File: src/rtl/sram_arbiter_pkg.sv
// Bus encodings and arbiter-wide types shared by the SRAM arbiter, its slots and the bench.
`ifndef BUS_WIDTH
`define BUS_WIDTH 32
`endif
`ifndef BUS_ACC_WIDTH
`define BUS_ACC_WIDTH 2
`endif
`ifndef BUS_ACC_1B
`define BUS_ACC_1B 2'd0
`endif
`ifndef BUS_ACC_2B
`define BUS_ACC_2B 2'd1
`endif
`ifndef BUS_ACC_4B
`define BUS_ACC_4B 2'd2
`endif
`ifndef SRAM_SIZE
`define SRAM_SIZE 524288
`endif
`ifndef SRAM_ARB_IDLE
`define SRAM_ARB_IDLE 2'd0
`endif
`ifndef SRAM_ARB_ISSUE
`define SRAM_ARB_ISSUE 2'd1
`endif
`ifndef SRAM_ARB_WAIT
`define SRAM_ARB_WAIT 2'd2
`endif
`ifndef SRAM_ARB_NPORT
`define SRAM_ARB_NPORT 2
`endif

package sram_arbiter_pkg;
  localparam int BUS_W     = `BUS_WIDTH;
  localparam int ACC_W     = `BUS_ACC_WIDTH;
  localparam int NPORT     = `SRAM_ARB_NPORT;
  localparam int SRAM_SIZE = `SRAM_SIZE;

  localparam logic [ACC_W-1:0] ACC_1B = `BUS_ACC_1B;
  localparam logic [ACC_W-1:0] ACC_2B = `BUS_ACC_2B;
  localparam logic [ACC_W-1:0] ACC_4B = `BUS_ACC_4B;

  typedef enum logic [1:0] {
    ARB_IDLE  = `SRAM_ARB_IDLE,
    ARB_ISSUE = `SRAM_ARB_ISSUE,
    ARB_WAIT  = `SRAM_ARB_WAIT
  } arb_state_e;
endpackage

File: src/rtl/sram_arb_slot.sv
// One outstanding request per port; a new request in the clearing cycle wins over the clear.
module sram_arb_slot
  import sram_arbiter_pkg::*;
#(
  parameter int AW = 19
) (
  input  logic             clk,
  input  logic             rstn,
  input  logic             req_i,
  input  logic             clr_i,
  input  logic             w_rb_i,
  input  logic [AW-1:0]    addr_i,
  input  logic [ACC_W-1:0] acc_i,
  input  logic [BUS_W-1:0] wdata_i,
  output logic             valid_o,
  output logic             w_rb_o,
  output logic [AW-1:0]    addr_o,
  output logic [ACC_W-1:0] acc_o,
  output logic [BUS_W-1:0] wdata_o
);
  logic             valid_q, valid_d, take;
  logic             w_rb_q;
  logic [AW-1:0]    addr_q;
  logic [ACC_W-1:0] acc_q;
  logic [BUS_W-1:0] wdata_q;

  assign take    = req_i && (!valid_q || clr_i);
  assign valid_d = take || (valid_q && !clr_i);

  always_ff @(posedge clk) begin
    if (!rstn) valid_q <= 1'b0;
    else       valid_q <= valid_d;
  end

  // Payload is only meaningful while valid, so it carries no reset.
  always_ff @(posedge clk) begin
    if (take) begin
      w_rb_q  <= w_rb_i;
      addr_q  <= addr_i;
      acc_q   <= acc_i;
      wdata_q <= wdata_i;
    end
  end

  assign valid_o = valid_q;
  assign w_rb_o  = w_rb_q;
  assign addr_o  = addr_q;
  assign acc_o   = acc_q;
  assign wdata_o = wdata_q;

  a_no_overrun: assert property (@(posedge clk) disable iff (!rstn)
    !(req_i && valid_q && !clr_i));
endmodule

File: src/rtl/sram_arbiter.sv
// Round-robin arbiter sharing one SRAM controller port between fetch (p0) and data (p1), with watchdog.
module sram_arbiter
  import sram_arbiter_pkg::*;
#(
  parameter int AW      = $clog2(SRAM_SIZE),
  parameter int TIMEOUT = 15
) (
  input  logic             clk,
  input  logic             rstn,
  input  logic             p0_req,
  input  logic             p0_w_rb,
  input  logic [AW-1:0]    p0_addr,
  input  logic [ACC_W-1:0] p0_acc,
  input  logic [BUS_W-1:0] p0_wdata,
  output logic [BUS_W-1:0] p0_rdata,
  output logic             p0_resp,
  output logic             p0_fault,
  input  logic             p1_req,
  input  logic             p1_w_rb,
  input  logic [AW-1:0]    p1_addr,
  input  logic [ACC_W-1:0] p1_acc,
  input  logic [BUS_W-1:0] p1_wdata,
  output logic [BUS_W-1:0] p1_rdata,
  output logic             p1_resp,
  output logic             p1_fault,
  output logic             dn_req,
  output logic             dn_w_rb,
  output logic [AW-1:0]    dn_addr,
  output logic [ACC_W-1:0] dn_acc,
  output logic [BUS_W-1:0] dn_wdata,
  input  logic [BUS_W-1:0] dn_rdata,
  input  logic             dn_resp,
  input  logic             dn_fault
);
  localparam int CW = (TIMEOUT > 0) ? $clog2(TIMEOUT + 1) : 1;
  localparam logic [CW-1:0] CNT_LAST = CW'((TIMEOUT > 0) ? TIMEOUT - 1 : 0);

  logic [NPORT-1:0] s_req, s_clr, s_vld, s_w_rb_in, s_w_rb;
  logic [AW-1:0]    s_addr_in  [NPORT];
  logic [AW-1:0]    s_addr     [NPORT];
  logic [ACC_W-1:0] s_acc_in   [NPORT];
  logic [ACC_W-1:0] s_acc      [NPORT];
  logic [BUS_W-1:0] s_wdata_in [NPORT];
  logic [BUS_W-1:0] s_wdata    [NPORT];

  arb_state_e  state_q;
  logic        grant_q, grant_d, last_q;
  logic [CW-1:0] cnt_q;
  logic        timeout_hit, done_resp, done_fault;

  assign s_req         = {p1_req, p0_req};
  assign s_w_rb_in     = {p1_w_rb, p0_w_rb};
  assign s_addr_in[0]  = p0_addr;
  assign s_addr_in[1]  = p1_addr;
  assign s_acc_in[0]   = p0_acc;
  assign s_acc_in[1]   = p1_acc;
  assign s_wdata_in[0] = p0_wdata;
  assign s_wdata_in[1] = p1_wdata;

  for (genvar i = 0; i < NPORT; i++) begin : g_slot
    sram_arb_slot #(.AW(AW)) u_slot (
      .clk     (clk),
      .rstn    (rstn),
      .req_i   (s_req[i]),
      .clr_i   (s_clr[i]),
      .w_rb_i  (s_w_rb_in[i]),
      .addr_i  (s_addr_in[i]),
      .acc_i   (s_acc_in[i]),
      .wdata_i (s_wdata_in[i]),
      .valid_o (s_vld[i]),
      .w_rb_o  (s_w_rb[i]),
      .addr_o  (s_addr[i]),
      .acc_o   (s_acc[i]),
      .wdata_o (s_wdata[i])
    );
  end

  // On a tie the port not served last wins; otherwise the only valid port.
  assign grant_d     = (s_vld == 2'b11) ? ~last_q : ~s_vld[0];
  assign timeout_hit = (TIMEOUT != 0) && (cnt_q == CNT_LAST);

  // Completion pulses are combinational on the downstream inputs and masked during reset.
  assign done_resp  = rstn && (state_q == ARB_WAIT) && dn_resp;
  assign done_fault = rstn && (((state_q == ARB_ISSUE) && dn_fault) ||
                               ((state_q == ARB_WAIT) && !dn_resp && timeout_hit));
  assign s_clr[0]   = (done_resp || done_fault) && !grant_q;
  assign s_clr[1]   = (done_resp || done_fault) && grant_q;

  assign p0_resp  = done_resp && !grant_q;
  assign p1_resp  = done_resp && grant_q;
  assign p0_fault = done_fault && !grant_q;
  assign p1_fault = done_fault && grant_q;
  assign p0_rdata = dn_rdata;
  assign p1_rdata = dn_rdata;

  assign dn_req   = rstn && (state_q == ARB_ISSUE);
  assign dn_w_rb  = s_w_rb[grant_q];
  assign dn_addr  = s_addr[grant_q];
  assign dn_acc   = s_acc[grant_q];
  assign dn_wdata = s_wdata[grant_q];

  always_ff @(posedge clk) begin
    if (!rstn) begin
      state_q <= ARB_IDLE;
      grant_q <= 1'b0;
      last_q  <= 1'b1;
      cnt_q   <= '0;
    end else begin
      case (state_q)
        ARB_IDLE: begin
          if (|s_vld) begin
            grant_q <= grant_d;
            state_q <= ARB_ISSUE;
          end
        end
        ARB_ISSUE: begin
          if (dn_fault) begin
            last_q  <= grant_q;
            state_q <= ARB_IDLE;
          end else begin
            cnt_q   <= '0;
            state_q <= ARB_WAIT;
          end
        end
        ARB_WAIT: begin
          if (dn_resp || timeout_hit) begin
            last_q  <= grant_q;
            state_q <= ARB_IDLE;
          end else if (cnt_q != '1) begin
            cnt_q <= cnt_q + CW'(1);
          end
        end
        default: state_q <= ARB_IDLE;
      endcase
    end
  end
endmodule

File: config.mk
export PLATFORM = sky130hd
export DESIGN_NAME = sram_arbiter
export DESIGN_NICKNAME = d
export VERILOG_FILES = /design/src/rtl/sram_arbiter_pkg.sv /design/src/rtl/sram_arb_slot.sv /design/src/rtl/sram_arbiter.sv
export SDC_FILE = /design/constraint.sdc
export NUM_CORES = 1
export LEC_CHECK = 0
export ABC_AREA = 1
export BUFFER_PORTS_ARGS = -buffer_cell sky130_fd_sc_hd__buf_2
export CORE_ASPECT_RATIO = 1.4
export CORE_MARGIN = 3
export CORE_UTILIZATION = 48
export DETAILED_ROUTE_END_ITERATION = 7
export GPL_TIMING_DRIVEN = 1
export PLACE_DENSITY = 0.95
export SYNTH_ARGS = -nofsm -noshare
export SYNTH_HDL_FRONTEND = slang
export SYNTH_HIERARCHICAL = 1
export SYNTH_SLANG_ARGS = --single-unit
File: constraint.sdc
create_clock -name clk -period 10.1 [get_ports clk]
set_input_delay 0.505 -clock clk [delete_from_list [all_inputs] [get_ports clk]]
set_output_delay 0.505 -clock clk [all_outputs]
set_load 0.005 [all_outputs]
# Word level (Yosys, flattened, before mapping)

Cells that the tools add are included.

Output and inout port bits: 123
Input port bits: 146
Register bits after elaboration: 118
Word-level logic and storage cells: 91

Add/subtract/negate cells: 1
Bitwise operators: 3
Multiplexer cells: 23
$lt $le $gt $ge: 2
Equality and inequality tests: 11
Reductions and logical operators: 37

Operators with widths:

| operator                                                             | number |
|---|---|
| 32-bit 2-to-1 mux                                                    | 3 |
| 19-bit 2-to-1 mux                                                    | 3 |
| 1-bit logical AND                                                    | 17 |
| 2-bit 2-to-1 mux                                                     | 6 |
| 4-bit 2-to-1 mux                                                     | 3 |
| 2-bit != test, second input constant                                 | 4 |
| 4-bit one-hot mux with 2 select lines                                | 1 |
| 1-bit logical OR                                                     | 7 |
| 1-bit zero test                                                      | 6 |
| 2-bit one-hot mux with 3 select lines                                | 1 |
| 1-bit 2-to-1 mux                                                     | 5 |
| 4-bit by 1-bit adder with 4-bit output, second input constant        | 1 |
| 2-bit == test, second input constant                                 | 2 |
| 4-bit == test, second input constant                                 | 1 |
| 2-bit by 1-bit != test with 1-bit output, second input constant      | 2 |
| 4-bit != test, second input constant                                 | 1 |
| 2-bit AND reduction                                                  | 2 |
| 4-bit AND reduction                                                  | 1 |
| 3-bit AND reduction                                                  | 1 |
| 2-bit by 1-bit == test with 1-bit output, second input constant      | 1 |
| 2-bit >= comparator, second input constant                           | 1 |
| 2-bit zero test                                                      | 1 |
| 1-bit by 2-bit < comparator with 1-bit output, second input constant | 1 |
| 1-bit NOT                                                            | 2 |
| other kinds (4)                                                      | 4 |

# Longest topological paths before layout

Gate-level depths: netlist (run 1).

Depth after elaboration: 10
Gate-level depth with buffers: 11
Gate-level depth less buffers: 11

# Hierarchy

The synthesis (run 1) kept the hierarchy.

Modules (own cells, without submodules):

| module        | cells an instance | times used | seq. area each (µm²) | area an instance (µm²) |
|---|---|---|---|---|
| sram_arb_slot | 61                | 2          | 1641.6               | 1672.9 |
| sram_arbiter  | 328               | 1          | 160.2                | 1690.4 |

# Worst setup path before layout (run 1)

OpenSTA, ideal clock, no wires.

Path type: reg-to-reg
Start: register cnt_q[0]
End: register g_slot[0].u_slot.acc_q[0] (enable)
Library setup time: 0.483 ns
Required time: 9.617 ns
Slack: 5.928 ns
Buffers on the path: 0
Stages on the path, launching flop included: 11
Data arrival time: 3.689 ns
Period minus slack after synthesis: 4.172 ns
Path through: dfxtp_1 inv_1 ha_1 inv_1 nor2_1 nand2_1 nand2_1 nand2_1 o21ai_1 inv_2 a21oi_1

Cells in the longest elaborated chain, start to end: 8

Ends and longest elaborated chain:

| element                         | RTL line            | source |
|---|---|---|
| start: declaration              | sram_arbiter.sv:48  | `logic [CW-1:0] cnt_q;` |
| start signal: assignment        | sram_arbiter.sv:130 | `cnt_q <= cnt_q + CW'(1);` |
| 4-bit == test                   | sram_arbiter.sv:80  | `assign timeout_hit = (TIMEOUT != 0) && (cnt_q == CNT_LAST);` |
| 1-bit logical AND               | sram_arbiter.sv:85  | `((state_q == ARB_WAIT) && !dn_resp && timeout_hit));` |
| 1-bit logical OR                | sram_arbiter.sv:84  | `assign done_fault = rstn && (((state_q == ARB_ISSUE) && dn_fault) \|\|` |
| 1-bit logical AND               | sram_arbiter.sv:84  |  |
| 1-bit logical OR                | sram_arbiter.sv:86  | `assign s_clr[0] = (done_resp \|\| done_fault) && !grant_q;` |
| 1-bit logical AND               | sram_arbiter.sv:86  |  |
| named net s_clr[0]              | sram_arbiter.sv:38  | `logic [NPORT-1:0] s_req, s_clr, s_vld, s_w_rb_in, s_w_rb;` |
| 1-bit logical OR                | sram_arb_slot.sv:27 | `assign take = req_i && (!valid_q \|\| clr_i);` |
| 1-bit logical AND               | sram_arb_slot.sv:27 |  |
| named net g_slot[0].u_slot.take | sram_arb_slot.sv:21 | `logic valid_q, valid_d, take;` |
| end signal: assignment          | sram_arb_slot.sv:40 | `acc_q <= acc_i;` |
| end: declaration                | sram_arb_slot.sv:24 | `logic [ACC_W-1:0] acc_q;` |

The timed path passes the listed nets, and every way through them passes these cells.
A chain may end at the register's enable or synchronous reset.

# Worst setup path after layout (run 1)

Start: register grant_q
End: register g_slot[0].u_slot.wdata_q[10] (enable)

Cells in the longest elaborated chain, start to end: 4

Ends and longest elaborated chain:

| element                         | RTL line            | source |
|---|---|---|
| start: declaration              | sram_arbiter.sv:47  | `logic grant_q, grant_d, last_q;` |
| start signal: assignment        | sram_arbiter.sv:112 | `grant_q <= grant_d;` |
| 1-bit zero test                 | sram_arbiter.sv:86  |  |
| 1-bit logical AND               | sram_arbiter.sv:86  |  |
| named net s_clr[0]              | sram_arbiter.sv:38  |  |
| 1-bit logical OR                | sram_arb_slot.sv:27 |  |
| 1-bit logical AND               | sram_arb_slot.sv:27 |  |
| named net g_slot[0].u_slot.take | sram_arb_slot.sv:21 |  |
| end signal: assignment          | sram_arb_slot.sv:41 | `wdata_q <= wdata_i;` |
| end: declaration                | sram_arb_slot.sv:25 | `logic [BUS_W-1:0] wdata_q;` |

The timed path passes the listed nets, and every way through them passes these cells.

==> parameters.txt, run 1 <==
Parameter                              Value

Status
  Run status    complete, no violations

GRT
  Number of global-route vias before repair    about 3600
  Antenna violations before repair    1
  First-pass GRT wire length    between 15 and 20 mm
  Total global routing overflow    0
  Largest net degree at the start of global routing    60
  Total Routing Usage GR    about a fifth

Die
  I/O pin total    about 270
  Cell Rows    between 40 and 50
  Core box area    a little over 10000 µm²
  Die Ht    127 µm
  Starting density of the core    50.1%
  DIE AREA    between 10000 and 15000 µm²
  Width of the chip    between 90 and 100 µm

Synth
  Count of yosys warnings during synthesis    6
  Synthesized cell area    around 5000 µm²
  Library cell occupying the most area in the post-synthesis netlist    edfxtp_1
  Share of flip-flops with an asynchronous set or reset    0%
  Number of distinct standard cells referenced by the synthesized netlist    23
  Number of synthesized register bits    between 100 and 150
  Post-Synthesis Net Count    around 600
  Most frequent cells after synthesis    nand2_1, edfxtp_1, buf_4
  Ranking of synthesized cells by area    edfxtp_1, nand2_1, buf_4
  Synthesized area divided by synthesized cell count    ~11 µm²
  Register area share after synthesis    roughly two thirds
  Share of Yosys cell area claimed by the top area cell type    approximately 64%
  Prevailing post-synth register cell    edfxtp_1
  Most frequent cell after synthesis    nand2_1
  Number of synthesized flops with an enable pin    between 100 and 150
  Number of standard cells after synthesis    between 400 and 500

Timing
  Unrepaired setup endpoints after global routing    false
  Highest clock rate    0.353 GHz
  Number of endpoints with negative hold slack in the final report    0
  Final Cycle Share    ~28%
  Worst-Margin Slew    between 900 and 1000 ps
  Slew Limit Fails    0
  Setup TNS after final layout    0 ps
  Worst hold slack after final layout    281 ps
  Worst-case headroom to the max-slew limit    38.3%
  Layout Skew    a little over 8 ps
  Final setup violation count    0
  Min cycle time layout    ~2800 ps

Detailed routing
  Iter 0 DRT Violations    159
  Routed wire length    ~13 mm
  Via/cell ratio    4.86
  Number of nets with antenna violations after routing    0
  Drt wl/cell    ~18 µm
  Total number of vias    approximately 3500
  Remaining DRCs    0
  Initial DRT Pass Iterations    4

Clock tree
  Number of gates resized after cts    0
  Number of post-CTS setup repair buffers    0
  Clock-pin transition on the worst setup and hold timing paths    approximately 50 ps
  Clock tree buffer depth    2
  Number of CTS-inserted buffers    17
  Clock Latency Late Sink    ~400 ps
  Number of clock sinks    ~120
  Hold buffer count at cts    0
  Total number of H-tree levels    4
  CTS tree    built
  Cell at the root of the clock tree    clkbuf_16

Layout
  Utilization after layout    between 60 and 70%
  Area delta synth->final    21.8%
  Fraction of layout instances using a drive strength above 1    between 30% and 40%
  Ant diodes    0
  Final instance area    around 6100 µm²
  Post-Layout Cell Count    715
  Final-stage net count    ~700

Power
  Reported net switching power    283 µW
  Pwr/cell area    209 nW/µm²
  Max rail drop VDD    between 0.1 and 0.15 mV
  Fraction of power spent switching nets    22.1%
  Clock share of power    44.3%
  Seq pwr share    45.3%
  Leakage power    around 2.8 nW
  Combinational share of power    about a tenth
  Internal portion of total power    996 µW

Setup path
  Largest fanout on the critical path    57
  Crit path arrival time    2880 ps
  Largest stage delay, worst path    between 600 and 700 ps
  R2r startpoint    grant_q
  Cell-by-cell trace of the critical path    inv_2 -> nand2_1 -> o21ai_1 -> inv_2 -> a21oi_4 -> buf_4
  Kind of critical path    register to register
  Worst path slowest cell    inv_2
  Source of the critical timing path    grant_q
  Worst path most repeated cell    inv_2
  Critical Path Source Type    register
  Worst endpoint required time    slightly above 10000 ps
  Element type at the critical path end    register

Place
  Final weighted congestion in routability-driven placement    roughly 0.86
  Number of buffers added on ports    approximately 170
  Area post-placement    approximately 5600 µm²
  Post-DP HPWL    approximately 9 mm
  Post-placement cell count    683

Job
  Count of max-cap constraint violations    0

Hold path
  Worst min path class    input pin to register
  Critical hold path startpoint    p1_wdata[31]
## critical path, delay by kind of cell, from the launching register on
family,cells,cell delay [ps]
AO/OA/AOI/OAI,2,730
buffers and inverters,3,1230
flip-flops,1,320
AND/OR/NAND/NOR,1,160
## final cells by class
type                       count  area [µm²]
clock buffer                  23         468
tap                          135         169
fill                         788        3930
multi-input combinational    233         983
clock inverter                 9         103
sequential                   118        3440
inverter                      22        82.6
timing repair buffer         175         883
## state kept, by name, indices dropped and copies added, names as in the netlist
signal	cells
g_slot.u_slot/acc_o	4
g_slot.u_slot/wdata_o	64
last_q	1
g_slot.u_slot/addr_o	38
cnt_q	4
grant_q	1
g_slot.u_slot/valid_o	2
state_q	2
g_slot.u_slot/w_rb_o	2
## metrics by stage
stage	worst slack (ps)	power, mW
floorplan	5930	0.674
global placement	7320	0.715
detailed placement	7200	0.722
CTS	7200	1.29
global route	6980	1.33
finish	7260	1.28
## worst paths after layout
kind / end / slack, ps / cells past startpoint
min reg2reg: last_q / 460 / 2
max reg2reg: g_slot[0].u_slot/wdata_o[10] / 7260 / 6
min: g_slot[1].u_slot/wdata_o[31] / 280 / 1
max: g_slot[0].u_slot/wdata_o[10] / 7260 / 6
## cells by family (layout without fill, tap and decap cells)
| kind of cell | count (synthesis) | in the layout | share of synthesized area [%] |
|---|---|---|---|
| AOI/OAI and AO/OA | 13 | 13 | 1.49 |
| buffers and inverters | 99 | 229 | 12.5 |
| adders and majority gates | 2 | 2 | 0.497 |
| DFF | 118 | 118 | 68.4 |
| and+or+nand+nor | 218 | 218 | 17.1 |
## layer usage
layer  wire length [µm]  global-route usage (%)
met1               3410                    16.6
met2               6540                    37.7
met3               1700                    11.9
met4                862                    15.7
met5                  9                       0
## power groups by stage
stage / clock, mW / combinational (mW) / sequential (mW)
3_3_place_gp: 0 / 0.128 / 0.586
2_1_floorplan: 0 / 0.0869 / 0.587
5_1_grt: 0.598 / 0.150 / 0.581
6_report: 0.567 / 0.133 / 0.579
3_5_place_dp: 0 / 0.134 / 0.588
4_1_cts: 0.575 / 0.136 / 0.579
## layout by cell type (no fill, tap or decap), drive strengths merged
cell type / netlist / routed
dfxtp: 10 / 10
clkinvlp: 0 / 3
a21oi: 9 / 9
clkinv: 0 / 4
nor2: 14 / 14
bufinv: 0 / 2
or2: 1 / 1
inv: 22 / 22
a21boi: 1 / 1
clkbuf: 6 / 23
buf: 71 / 175
nand3: 10 / 10
edfxtp: 108 / 108
nor3: 2 / 2
ha: 2 / 2
nand2: 189 / 189
nand4: 2 / 2
o21ai: 3 / 3
Power figures use the tool's default switching activity.
==> run 2, diff against run 1 <==
--- a/config.mk
+++ b/config.mk
@@ -9,10 +9,10 @@
 export BUFFER_PORTS_ARGS = -buffer_cell sky130_fd_sc_hd__buf_2
 export CORE_ASPECT_RATIO = 1.4
 export CORE_MARGIN = 3
-export CORE_UTILIZATION = 48
+export CORE_UTILIZATION = 45
 export DETAILED_ROUTE_END_ITERATION = 7
 export GPL_TIMING_DRIVEN = 1
-export PLACE_DENSITY = 0.95
+export PLACE_DENSITY = 0.91
 export SYNTH_ARGS = -nofsm -noshare
 export SYNTH_HDL_FRONTEND = slang
 export SYNTH_HIERARCHICAL = 1
==> constraint.sdc (replaced) <==
create_clock -name clk -period 2.8 [get_ports clk]
set_input_delay 0.14 -clock clk [delete_from_list [all_inputs] [get_ports clk]]
set_output_delay 0.14 -clock clk [all_outputs]
set_load 0.005 [all_outputs]
==> parameters.txt, run 2 (synthesized netlist as in run 1, its figures left out) <==
Parameter                              Value

Job
  Count of max-cap constraint violations    0 (unchanged)

Die
  Cell Rows    45 (was 43)
  Die Ht    131 µm (was 127 µm)
  Width of the chip    95.4 µm (was 92.6 µm)
  Starting density of the core    46.3% (was 50.1%)
  Core box area    10900 µm² (was 10100 µm²)
  I/O pin total    269 (unchanged)
  DIE AREA    12500 µm² (was 11800 µm²)

GRT
  Total global routing overflow    0 (unchanged)
  Number of global-route vias before repair    4636 (was 3640)
  Antenna violations before repair    2 (was 1)
  Total Routing Usage GR    27.0% (was 21.3%)
  Largest net degree at the start of global routing    49 (was 60)
  First-pass GRT wire length    24.8 mm (was 18.2 mm)

Layout
  Most used cells in the layout excluding fill and tap cells    nand2_1, buf_2, edfxtp_1, dlygate4sd3_1, inv_1 (was nand2_1, buf_2, edfxtp_1)
  Most common library cell in the layout ignoring fill and taps    nand2_1 (unchanged)
  Fraction of layout instances using a drive strength above 1    32.5% (was 37.8%)
  Area delta synth->final    44.0% (was 21.8%)
  Final-stage net count    825 (was 715)
  Max FFs per register    64 (unchanged)

Clock tree
  Total number of H-tree levels    4 (unchanged)
  CTS tree    built (unchanged)
  Number of CTS-inserted buffers    17 (unchanged)
  Clock Latency Late Sink    410 ps (was 400 ps)
  Number of post-CTS setup repair buffers    0 (unchanged)
  Clock tree buffer depth    2 (unchanged)
  Clock-pin transition on the worst setup and hold timing paths    50 ps (about the same)
  Number of clock sinks    118 (unchanged)
  Cell at the root of the clock tree    clkbuf_16 (unchanged)

Setup path
  Element type at the critical path end    register (unchanged)
  Minimum setup slack among reg-to-reg paths    510 ps (was 7260 ps)
  Crit path arrival time    2330 ps (was 2880 ps)
  Critical Path Source Type    register (unchanged)
  Kind of critical path    register to register (unchanged)
  Worst endpoint required time    2840 ps (was 10140 ps)
  Largest fanout on the critical path    43 (was 57)

Timing
  Setup TNS after final layout    0 ps (unchanged)
  Final setup violation count    0 (unchanged)
  Slew Limit Fails    0 (unchanged)
  Worst-case headroom to the max-slew limit    60.0% (was 38.3%)
  Final Cycle Share    81.6% (was 28.1%)
  Min cycle time layout    2290 ps (was 2840 ps)
  Worst setup margin    515 ps (was 7260 ps)
  Layout Skew    11.7 ps (was 8.19 ps)
  Worst-Margin Slew    600 ps (was 926 ps)
  Number of endpoints with negative hold slack in the final report    0 (unchanged)
  Highest clock rate    0.438 GHz (was 0.353 GHz)
  Unrepaired setup endpoints after global routing    false (unchanged)

Power
  Max rail drop VDD    0.529 mV (was 0.149 mV)
  Leakage power    3.27 nW (was 2.81 nW)
  Pwr/cell area    662 nW/µm² (was 209 nW/µm²)

Detailed routing
  Number of nets with antenna violations after routing    0 (unchanged)
  Initial DRT Pass Iterations    7 (was 4)
  Via/cell ratio    5.09 (was 4.86)
  Drt wl/cell    19.4 µm (was 17.5 µm)
  Remaining DRCs    0 (unchanged)
  Total number of vias    4241 (was 3476)
  Routed wire length    16.2 mm (was 12.5 mm)
  Iter 0 DRT Violations    371 (was 159)

Place
  Number of buffers added on ports    172 (unchanged)
  Final weighted congestion in routability-driven placement    0.929 (was 0.861)
  Post-DP HPWL    9.18 mm (about the same)
  Worst setup timing slack at the placement stage    578 ps (was 7200 ps)

Hold path
  Worst min path class    input pin to register (unchanged)

Status
  Run status    complete, no violations (unchanged)
==> run 2: timing repair <==
action / 4_1_cts / 5_1_grt
endpoints found under the hold margin: 108 / 0
gates resized for setup: 0 / 0
hold buffers: 108 / 0
==> run 2: path summary, 6_finish.rpt <==
path | startpoint | end | depth (start not counted)
worst max register to register | cnt_q[0] | g_slot[0].u_slot/wdata_o[27] | 11
worst max-delay path | cnt_q[0] | g_slot[0].u_slot/wdata_o[27] | 11
worst min-delay path | rstn | last_q | 2
worst min register to register | last_q | last_q | 2
==> run 2: through the flow <==
step | area [µm²] | total power, mW | std cells | hold WS (ps) | util, %
after detailed placement | 5600 | 2.62 | 691 | 280 | 51.5
after global routing | 7250 | 4.98 | 833 | 33.3 | 66.7
final | 7250 | 4.80 | 833 | 27.8 | 66.7
after CTS | 7240 | 4.75 | 831 | 2.66 | 66.7
after floorplan | 5060 | 2.43 | 450 | 225 | -
after global placement | 5600 | 2.59 | 691 | 280 | 51.5
==> run 2: critical path, cell delays in order, from the launching register on <==
cell     delay (ps)
dfxtp_1         350
inv_1           120
ha_1            180
inv_1            60
nor2_1           90
nand2_1          70
nand2_1          50
nand2_1         100
o21ai_1         160
inv_2            70
a21oi_4         120
buf_4           500
==> run 2: layout make-up <==
type | instances | area (µm²)
fill | 686 | 3620
sequential | 118 | 3440
timing repair buffer | 285 | 1990
multi-input combinational | 233 | 983
clock buffer | 18 | 429
tap | 141 | 176
clock inverter | 14 | 136
inverter | 22 | 82.6
antenna | 2 | 5.00
==> run 2: where the power goes <==
group	switching, mW	total [mW]	internal [mW]
logic	0.339	0.637	0.297
registers	0.0472	2.10	2.05
clock network	0.769	2.07	1.30
==> run 2: metal layers <==
| layer | track usage [%] | vias up | share of wire, % |
|---|---|---|---|
| li1 | - | 1866 | - |
| met1 | 24.7 | 1938 | 28 |
| met2 | 47.3 | 318 | 54 |
| met3 | 10.8 | 119 | 11 |
| met4 | 17.3 | 0 | 6.5 |
| met5 | 0 | - | 0 |
